File: src/rtl/core_pkg.sv
// core_pkg: shared RV64I decode constants, ALU op encoding and the ID/EX bundle.
// No ports; imported by id_stage and regfile.
package core_pkg;

   localparam logic [6:0] OPC_LOAD      = 7'b0000011;
   localparam logic [6:0] OPC_STORE     = 7'b0100011;
   localparam logic [6:0] OPC_OP_IMM    = 7'b0010011;
   localparam logic [6:0] OPC_OP        = 7'b0110011;
   localparam logic [6:0] OPC_OP_IMM_32 = 7'b0011011;
   localparam logic [6:0] OPC_OP_32     = 7'b0111011;
   localparam logic [6:0] OPC_BRANCH    = 7'b1100011;
   localparam logic [6:0] OPC_JAL       = 7'b1101111;
   localparam logic [6:0] OPC_JALR      = 7'b1100111;
   localparam logic [6:0] OPC_LUI       = 7'b0110111;
   localparam logic [6:0] OPC_AUIPC     = 7'b0010111;

   localparam logic [31:0] NOP_INSTR = 32'h0000_0013;

   typedef enum logic [1:0] {
      ALU_ADD    = 2'b00,
      ALU_BRANCH = 2'b01,
      ALU_FUNCT  = 2'b10,
      ALU_LUI    = 2'b11
   } alu_op_e;

   typedef struct packed {
      logic    reg_write;
      logic    mem_read;
      logic    mem_write;
      logic    branch;
      logic    jump;
      logic    alu_src;
      logic    mem_to_reg;
      logic    word_op;
      logic    illegal;
      alu_op_e alu_op;
   } ctrl_t;

   typedef struct packed {
      logic        valid;
      logic [63:0] pc;
      logic [63:0] rs1_data;
      logic [63:0] rs2_data;
      logic [63:0] imm;
      logic [4:0]  rs1;
      logic [4:0]  rs2;
      logic [4:0]  rd;
      logic [2:0]  funct3;
      logic        funct7b5;
      ctrl_t       ctrl;
   } id_ex_t;

   function automatic logic [63:0] sext32(input logic [31:0] v);
      return {{32{v[31]}}, v};
   endfunction

endpackage

File: src/rtl/regfile.sv
// regfile: 32 x 64 integer registers, two async read ports, one sync write port.
// Ports: clk, rst (sync, active-low, clears all), ra1/ra2 -> rd1/rd2, we/wa/wd write.
// Macro ID_RF_BYPASS_EN: a same-cycle write to a read register forwards wd.
module regfile
   import core_pkg::*;
(
   input  logic        clk,
   input  logic        rst,
   input  logic [4:0]  ra1,
   input  logic [4:0]  ra2,
   output logic [63:0] rd1,
   output logic [63:0] rd2,
   input  logic        we,
   input  logic [4:0]  wa,
   input  logic [63:0] wd
);

   logic [63:0] regs [32];
   logic        wr_en;

   assign wr_en = we && (wa != 5'd0);

   always_ff @(posedge clk) begin
      if (!rst) begin
         for (int i = 0; i < 32; i++) begin
            regs[i] <= '0;
         end
      end else if (wr_en) begin
         regs[wa] <= wd;
      end
   end

   always_comb begin
      rd1 = (ra1 == 5'd0) ? '0 : regs[ra1];
      rd2 = (ra2 == 5'd0) ? '0 : regs[ra2];
`ifdef ID_RF_BYPASS_EN
      if (wr_en && (wa == ra1)) begin
         rd1 = wd;
      end
      if (wr_en && (wa == ra2)) begin
         rd2 = wd;
      end
`endif
   end

endmodule

File: src/rtl/id_stage.sv
// id_stage: IF/ID register, RV64I decode, load-use hazard detect, ID/EX register.
// Ports: clk, rst (sync, active-low); if_pc/if_instr from fetch; flush from EX;
//   wb_we/wb_rd/wb_data write-back; pc_stall to fetch; id_* registered ID/EX bundle.
// Macro ID_RF_BYPASS_EN (in regfile): forward write-back data to same-cycle reads.
module id_stage
   import core_pkg::*;
(
   input  logic        clk,
   input  logic        rst,
   input  logic [63:0] if_pc,
   input  logic [31:0] if_instr,
   input  logic        flush,
   input  logic        wb_we,
   input  logic [4:0]  wb_rd,
   input  logic [63:0] wb_data,
   output logic        pc_stall,
   output logic        id_valid,
   output logic [63:0] id_pc,
   output logic [63:0] id_rs1_data,
   output logic [63:0] id_rs2_data,
   output logic [63:0] id_imm,
   output logic [4:0]  id_rs1,
   output logic [4:0]  id_rs2,
   output logic [4:0]  id_rd,
   output logic [2:0]  id_funct3,
   output logic        id_funct7b5,
   output logic        id_reg_write,
   output logic        id_mem_read,
   output logic        id_mem_write,
   output logic        id_branch,
   output logic        id_jump,
   output logic        id_alu_src,
   output logic        id_mem_to_reg,
   output logic        id_word_op,
   output logic        id_illegal,
   output logic [1:0]  id_alu_op
);

   logic [63:0] ifid_pc;
   logic [31:0] ifid_instr;
   logic        ifid_valid;

   logic [6:0]  opcode;
   logic [4:0]  dec_rd;
   logic [4:0]  dec_rs1;
   logic [4:0]  dec_rs2;
   logic [31:0] imm_i;
   logic [31:0] imm_s;
   logic [31:0] imm_b;
   logic [31:0] imm_u;
   logic [31:0] imm_j;
   logic [31:0] imm32;
   ctrl_t       ctrl;
   logic        use_rs1;
   logic        use_rs2;
   logic [63:0] rs1_rdata;
   logic [63:0] rs2_rdata;
   logic        hazard;

   id_ex_t      ex_d;
   id_ex_t      ex_q;

   // IF/ID: a squashed or reset slot holds a NOP marked invalid
   always_ff @(posedge clk) begin
      if (!rst || flush) begin
         ifid_pc    <= '0;
         ifid_instr <= NOP_INSTR;
         ifid_valid <= 1'b0;
      end else if (!pc_stall) begin
         ifid_pc    <= if_pc;
         ifid_instr <= if_instr;
         ifid_valid <= 1'b1;
      end
   end

   assign opcode  = ifid_instr[6:0];
   assign dec_rd  = ifid_instr[11:7];
   assign dec_rs1 = ifid_instr[19:15];
   assign dec_rs2 = ifid_instr[24:20];

   assign imm_i = {{20{ifid_instr[31]}}, ifid_instr[31:20]};
   assign imm_s = {{20{ifid_instr[31]}}, ifid_instr[31:25],
                   ifid_instr[11:7]};
   assign imm_b = {{19{ifid_instr[31]}}, ifid_instr[31],
                   ifid_instr[7], ifid_instr[30:25],
                   ifid_instr[11:8], 1'b0};
   assign imm_u = {ifid_instr[31:12], 12'b0};
   assign imm_j = {{11{ifid_instr[31]}}, ifid_instr[31],
                   ifid_instr[19:12], ifid_instr[20],
                   ifid_instr[30:21], 1'b0};

   always_comb begin
      ctrl        = '0;
      ctrl.alu_op = ALU_ADD;
      imm32       = '0;
      use_rs1     = 1'b0;
      use_rs2     = 1'b0;
      unique case (opcode)
         OPC_LOAD: begin
            ctrl.reg_write  = 1'b1;
            ctrl.mem_read   = 1'b1;
            ctrl.alu_src    = 1'b1;
            ctrl.mem_to_reg = 1'b1;
            imm32           = imm_i;
            use_rs1         = 1'b1;
         end
         OPC_STORE: begin
            ctrl.mem_write = 1'b1;
            ctrl.alu_src   = 1'b1;
            imm32          = imm_s;
            use_rs1        = 1'b1;
            use_rs2        = 1'b1;
         end
         OPC_OP_IMM: begin
            ctrl.reg_write = 1'b1;
            ctrl.alu_src   = 1'b1;
            ctrl.alu_op    = ALU_FUNCT;
            imm32          = imm_i;
            use_rs1        = 1'b1;
         end
         OPC_OP: begin
            ctrl.reg_write = 1'b1;
            ctrl.alu_op    = ALU_FUNCT;
            use_rs1        = 1'b1;
            use_rs2        = 1'b1;
         end
         OPC_OP_IMM_32: begin
            ctrl.reg_write = 1'b1;
            ctrl.alu_src   = 1'b1;
            ctrl.word_op   = 1'b1;
            ctrl.alu_op    = ALU_FUNCT;
            imm32          = imm_i;
            use_rs1        = 1'b1;
         end
         OPC_OP_32: begin
            ctrl.reg_write = 1'b1;
            ctrl.word_op   = 1'b1;
            ctrl.alu_op    = ALU_FUNCT;
            use_rs1        = 1'b1;
            use_rs2        = 1'b1;
         end
         OPC_BRANCH: begin
            ctrl.branch = 1'b1;
            ctrl.alu_op = ALU_BRANCH;
            imm32       = imm_b;
            use_rs1     = 1'b1;
            use_rs2     = 1'b1;
         end
         OPC_JAL: begin
            ctrl.reg_write = 1'b1;
            ctrl.jump      = 1'b1;
            imm32          = imm_j;
         end
         OPC_JALR: begin
            ctrl.reg_write = 1'b1;
            ctrl.jump      = 1'b1;
            ctrl.alu_src   = 1'b1;
            imm32          = imm_i;
            use_rs1        = 1'b1;
         end
         OPC_LUI: begin
            ctrl.reg_write = 1'b1;
            ctrl.alu_src   = 1'b1;
            ctrl.alu_op    = ALU_LUI;
            imm32          = imm_u;
         end
         OPC_AUIPC: begin
            ctrl.reg_write = 1'b1;
            ctrl.alu_src   = 1'b1;
            imm32          = imm_u;
         end
         default: begin
            ctrl.illegal = 1'b1;
         end
      endcase
   end

   regfile u_regfile (
      .clk (clk),
      .rst (rst),
      .ra1 (dec_rs1),
      .ra2 (dec_rs2),
      .rd1 (rs1_rdata),
      .rd2 (rs2_rdata),
      .we  (wb_we),
      .wa  (wb_rd),
      .wd  (wb_data)
   );

   // only a real load in ID/EX can hazard a real consumer in IF/ID
   assign hazard = ex_q.valid && ex_q.ctrl.mem_read &&
                   (ex_q.rd != 5'd0) && ifid_valid &&
                   ((use_rs1 && (ex_q.rd == dec_rs1)) ||
                    (use_rs2 && (ex_q.rd == dec_rs2)));

   assign pc_stall = rst && !flush && hazard;

   always_comb begin
      ex_d          = '0;
      ex_d.valid    = 1'b1;
      ex_d.pc       = ifid_pc;
      ex_d.rs1_data = rs1_rdata;
      ex_d.rs2_data = rs2_rdata;
      ex_d.imm      = sext32(imm32);
      ex_d.rs1      = dec_rs1;
      ex_d.rs2      = dec_rs2;
      ex_d.rd       = dec_rd;
      ex_d.funct3   = ifid_instr[14:12];
      ex_d.funct7b5 = ifid_instr[30];
      ex_d.ctrl     = ctrl;
   end

   always_ff @(posedge clk) begin
      if (!rst || flush || pc_stall || !ifid_valid) begin
         ex_q <= '0;
      end else begin
         ex_q <= ex_d;
      end
   end

   assign id_valid      = ex_q.valid;
   assign id_pc         = ex_q.pc;
   assign id_rs1_data   = ex_q.rs1_data;
   assign id_rs2_data   = ex_q.rs2_data;
   assign id_imm        = ex_q.imm;
   assign id_rs1        = ex_q.rs1;
   assign id_rs2        = ex_q.rs2;
   assign id_rd         = ex_q.rd;
   assign id_funct3     = ex_q.funct3;
   assign id_funct7b5   = ex_q.funct7b5;
   assign id_reg_write  = ex_q.ctrl.reg_write;
   assign id_mem_read   = ex_q.ctrl.mem_read;
   assign id_mem_write  = ex_q.ctrl.mem_write;
   assign id_branch     = ex_q.ctrl.branch;
   assign id_jump       = ex_q.ctrl.jump;
   assign id_alu_src    = ex_q.ctrl.alu_src;
   assign id_mem_to_reg = ex_q.ctrl.mem_to_reg;
   assign id_word_op    = ex_q.ctrl.word_op;
   assign id_illegal    = ex_q.ctrl.illegal;
   assign id_alu_op     = ex_q.ctrl.alu_op;

endmodule

File: config.mk
export PLATFORM = sky130hd
export DESIGN_NAME = id_stage
export DESIGN_NICKNAME = d
export VERILOG_FILES = /design/src/rtl/core_pkg.sv /design/src/rtl/regfile.sv /design/src/rtl/id_stage.sv
export SDC_FILE = /design/constraint.sdc
export NUM_CORES = 2
export LEC_CHECK = 0
export ABC_AREA = 1
export CORE_MARGIN = 3
export CORE_UTILIZATION = 45
export DETAILED_ROUTE_END_ITERATION = 10
export PLACE_DENSITY = 0.69
export SYNTH_ARGS = -nofsm -noshare
export SYNTH_HDL_FRONTEND = slang
export SYNTH_SLANG_ARGS = --single-unit
File: constraint.sdc
create_clock -name clk -period 5.85 [get_ports clk]
set_input_delay 1.17 -clock clk [delete_from_list [all_inputs] [get_ports clk]]
set_output_delay 1.17 -clock clk [all_outputs]
set_load 0.01 [all_outputs]
==> metrics.md <==
| Metric | Value |
|---|---|
| Status | `finished, final reports clean` |
| RSZ-0062 raised after global routing | `false` |
| Share of cells above drive strength 1 | `under 10%` |
| WP buf/inv | `4` |
| Cell Rows | `between 150 and 200` |
| PortBufs | `approximately 460` |
| Largest register FFs | `about 2.0k` |
| DRC | `0` |
| Largest net degree at the start of global routing | `about 250` |
| Die height | `between 500 and 600 µm` |
| Fin cells | `approximately 18k` |
| Clock network power share | `approximately two fifths` |
| CTS Buf Count | `284` |
| CP Max Fanout | `33` |
| Worst-Margin Slew | `between 1000 and 1500 ps` |
| Cell Area, Synth | `between 0.1 and 0.15 mm²` |
| Post-route ant nets | `0` |
| Final wirelength | `between 400 and 500 mm` |
| Worst hold stages | `2` |
| Count leader, synth | `nor2_1` |
| Switching share of power | `roughly a quarter` |
| Yosys warns | `0` |
| Startpoint class of the critical path | `primary input` |
| Slew Limit Headroom | `approximately a tenth` |
| Skew final | `75.9 ps` |
| Minimum clock period | `between 4000 and 5000 ps` |
| Root Driver | `clkbuf_16` |
| FF+latch count, synth | `roughly 2.4k` |
| CP peak stage delay | `830 ps` |
| TNS Setup | `0 ps` |
| Vias in the first global route | `slightly below 100k` |
| Hold Vio Cnt, Final | `0` |
| Worst Hold Endpoint | `id_pc[57]` |
| Vias/cell | `between 6 and 7` |
| Worst min-delay path category | `reg2reg` |
| Reg-to-reg endpoint | `id_rs1_data[63]` |
| Clk_lat worst skew | `~960 ps` |
| Layout Nets | `between 10k and 15k` |
| Initial antenna violation count | `25` |
| CTS resizes | `0` |
| Top post-synthesis cells by count | `2252 x nor2_1, 2048 x edfxtp_1, 1741 x nand2_1, 1548 x nand3_1, 1339 x inv_1` |
| Critical path depth in cells | `10` |
| Sequential share of the synthesized area | `56.3%` |
| Cell Int Power | `between 30 and 40 mW` |
| Final setup violation count | `0` |
| Comb power frac | `10.1%` |
| TritonCTS clock tree | `built` |
| Reg clk slew, reported paths | `about 60 ps` |
| Detail Placement HPWL | `237 mm` |
| Top post-synthesis cells by area | `edfxtp_1 50%, nor2_1 6.9%, nand3_1 6.3%, dfxtp_1 5.9%, nand2_1 5.4%` |
| Via count | `107k` |
| Predominant post-synthesis flop cell | `edfxtp_1` |
| DRT iter0 DRCs | `17.8k` |
| Global-route wire length before repair | `around 640 mm` |
| Initial core utilization | `45.4%` |
| Hold Startpoint | `ifid_pc[57]` |
| Detailed Routing Iterations Pass 1 | `7` |
| Die Width | `roughly 530 µm` |
| Slowest stage cell, crit path | `clkdlybuf4s50_1` |
| WP data arrival | `about 4600 ps` |
| Top-Level Pins | `457` |
| Crit Path Category | `in2reg` |
| Post-synth EDFFs | `slightly above 2k` |
| CTS Sinks | `approximately 2.4k` |
| Grt total ovfl | `0` |
| Pwr Density | `299 mW/mm²` |
| Fmax | `roughly 250 MHz` |
| H-tree depth | `5` |
| Bufs on Longest Clock Path | `4` |
| Cells after DPL | `approximately 17k` |
| Asr flop ratio synth | `0%` |
| Library cells used by synthesis | `36` |
| Top reg by flops | `u_regfile.regs` |
| CP top delay family | `buffers and inverters` |
| Leading area contributor after synthesis | `edfxtp_1` |
| RePlAce Congestion | `between 0.8 and 0.9` |
| Critical-path cell list | `clkdlybuf4s50_1 > nor2_1 > nand2_1 > nand3_1 > inv_1 > nand2_1 > inv_1 > nand2_4 > nand2_4 > buf_4` |
| Overall Global Routing Usage | `30.9%` |
| Sequential Power Share | `around half` |
| Worst Reg-to-Reg Cells | `11` |
| Hold-fix buffers at CTS | `0` |
| WP data required | `~6400 ps` |
| Flop-to-flop setup slack | `roughly 2400 ps` |
| Cell count after synthesis | `between 10k and 15k` |
| Fin crit share | `69.2%` |
| Core area | `roughly 0.27 mm²` |
| Postcts setup bufs | `0` |
| Top cell type's share of synthesized area | `50.4%` |
| Critical path endpoint category | `register` |
| WL/cell | `around 25 µm` |
| Area grow syn2layout | `12.2%` |
| Pleak | `52.1 nW` |
| Peak supply drop | `329 µV` |
| Slew Viols, Final | `0` |
| Mean post-synth cell area | `roughly 8.6 µm²` |
| Maxcap violations | `0` |
| Die area | `0.278 mm²` |
| Sw Pwr | `about 11 mW` |
## cell usage in the layout (no fill, tap or decap), types with 10 or more instances in the layout
cell / netlist / final
a21oi_1: 1298 / 1298
a21oi_2: 30 / 30
buf_12: 1 / 62
buf_4: 66 / 178
bufinv_16: 0 / 14
clkbuf_1: 784 / 63
clkbuf_16: 0 / 295
clkdlybuf4s50_1: 0 / 455
clkinv_1: 1 / 46
clkinv_2: 0 / 35
conb_1: 1 / 64
dfxtp_1: 361 / 351
dfxtp_4: 0 / 10
diode_2: 0 / 13
edfxtp_1: 2048 / 2048
inv_1: 1339 / 1333
nand2_1: 1741 / 1681
nand2_4: 2 / 62
nand3_1: 1548 / 1546
nand4_1: 12 / 12
nor2_1: 2252 / 2252
nor3_1: 17 / 16
o211ai_1: 749 / 749
o21ai_0: 1266 / 1266
o21ai_1: 52 / 52
## cell families after synthesis
| family | count (synthesis) | synth area share (%) |
|---|---|---|
| buffers and inverters | 2722 | 9.22 |
| other | 1 | 0.00307 |
| XOR/XNOR | 2 | 0.0144 |
| AO/OA/AOI/OAI | 3402 | 15.6 |
| AND/OR/NAND/NOR | 5586 | 18.9 |
| flip-flops | 2409 | 56.3 |
## tightest hold or removal path, cell delays in order, from the launching register on
cell	delay, ps
dfxtp_1	310
inv_1	50
nor2_1	30
## area by class of cell
class                   count  area, µm²
clock buffers             366       7730
multi-input cells        9054      42800
diodes                     13       32.5
inverters                1350       5130
flip-flops and latches   2409      68800
repair buffers            695       7130
fillers                 24395     132000
clock inverters           116        960
well taps                3552       4440
## through the flow
| step | cell area, µm² | power (mW) | setup slack [ps] | hold WS [ps] | util (%) |
|---|---|---|---|---|---|
| floorplan | 122000 | 22.6 | 1750 | 408 | - |
| global placement | 128000 | 24.1 | 946 | 411 | 47.7 |
| detailed placement | 128000 | 24.2 | 999 | 415 | 47.7 |
| CTS | 137000 | 40.9 | 1780 | 394 | 50.9 |
| global route | 137000 | 42.2 | 1660 | 422 | 50.9 |
| finish | 137000 | 41.0 | 1800 | 387 | 51.0 |
## worst max-delay path by stage
stage                              start                endpoint  slack (ps)
final                           wb_rd[0]  u_regfile.regs[12][41]        1800
after global routing      ifid_instr[18]                pc_stall        1660
after CTS                  ifid_instr[5]                pc_stall        1780
after detailed placement        wb_rd[0]  u_regfile.regs[12][43]        1000
after global placement          wb_rd[0]  u_regfile.regs[12][43]         950
after floorplan                      rst    u_regfile.regs[6][0]        1750
## per-layer routing
layer  track usage (%)  wire [µm]  share of wire, %
met5                 0         55             0.012
met4              17.4      28300               6.3
met2              46.8     194000                44
met1              40.8     160000                36
met3              7.23      63400                14
## power by group through the flow
stage	sequential, mW	combinational, mW	clock (mW)
2_1_floorplan	20.1	2.54	0
3_3_place_gp	20.1	3.96	0
3_5_place_dp	20.2	4.00	0
4_1_cts	19.8	4.02	17.1
5_1_grt	19.9	4.45	17.8
6_report	19.8	4.14	17.0
(Power assumes the default switching activity.)
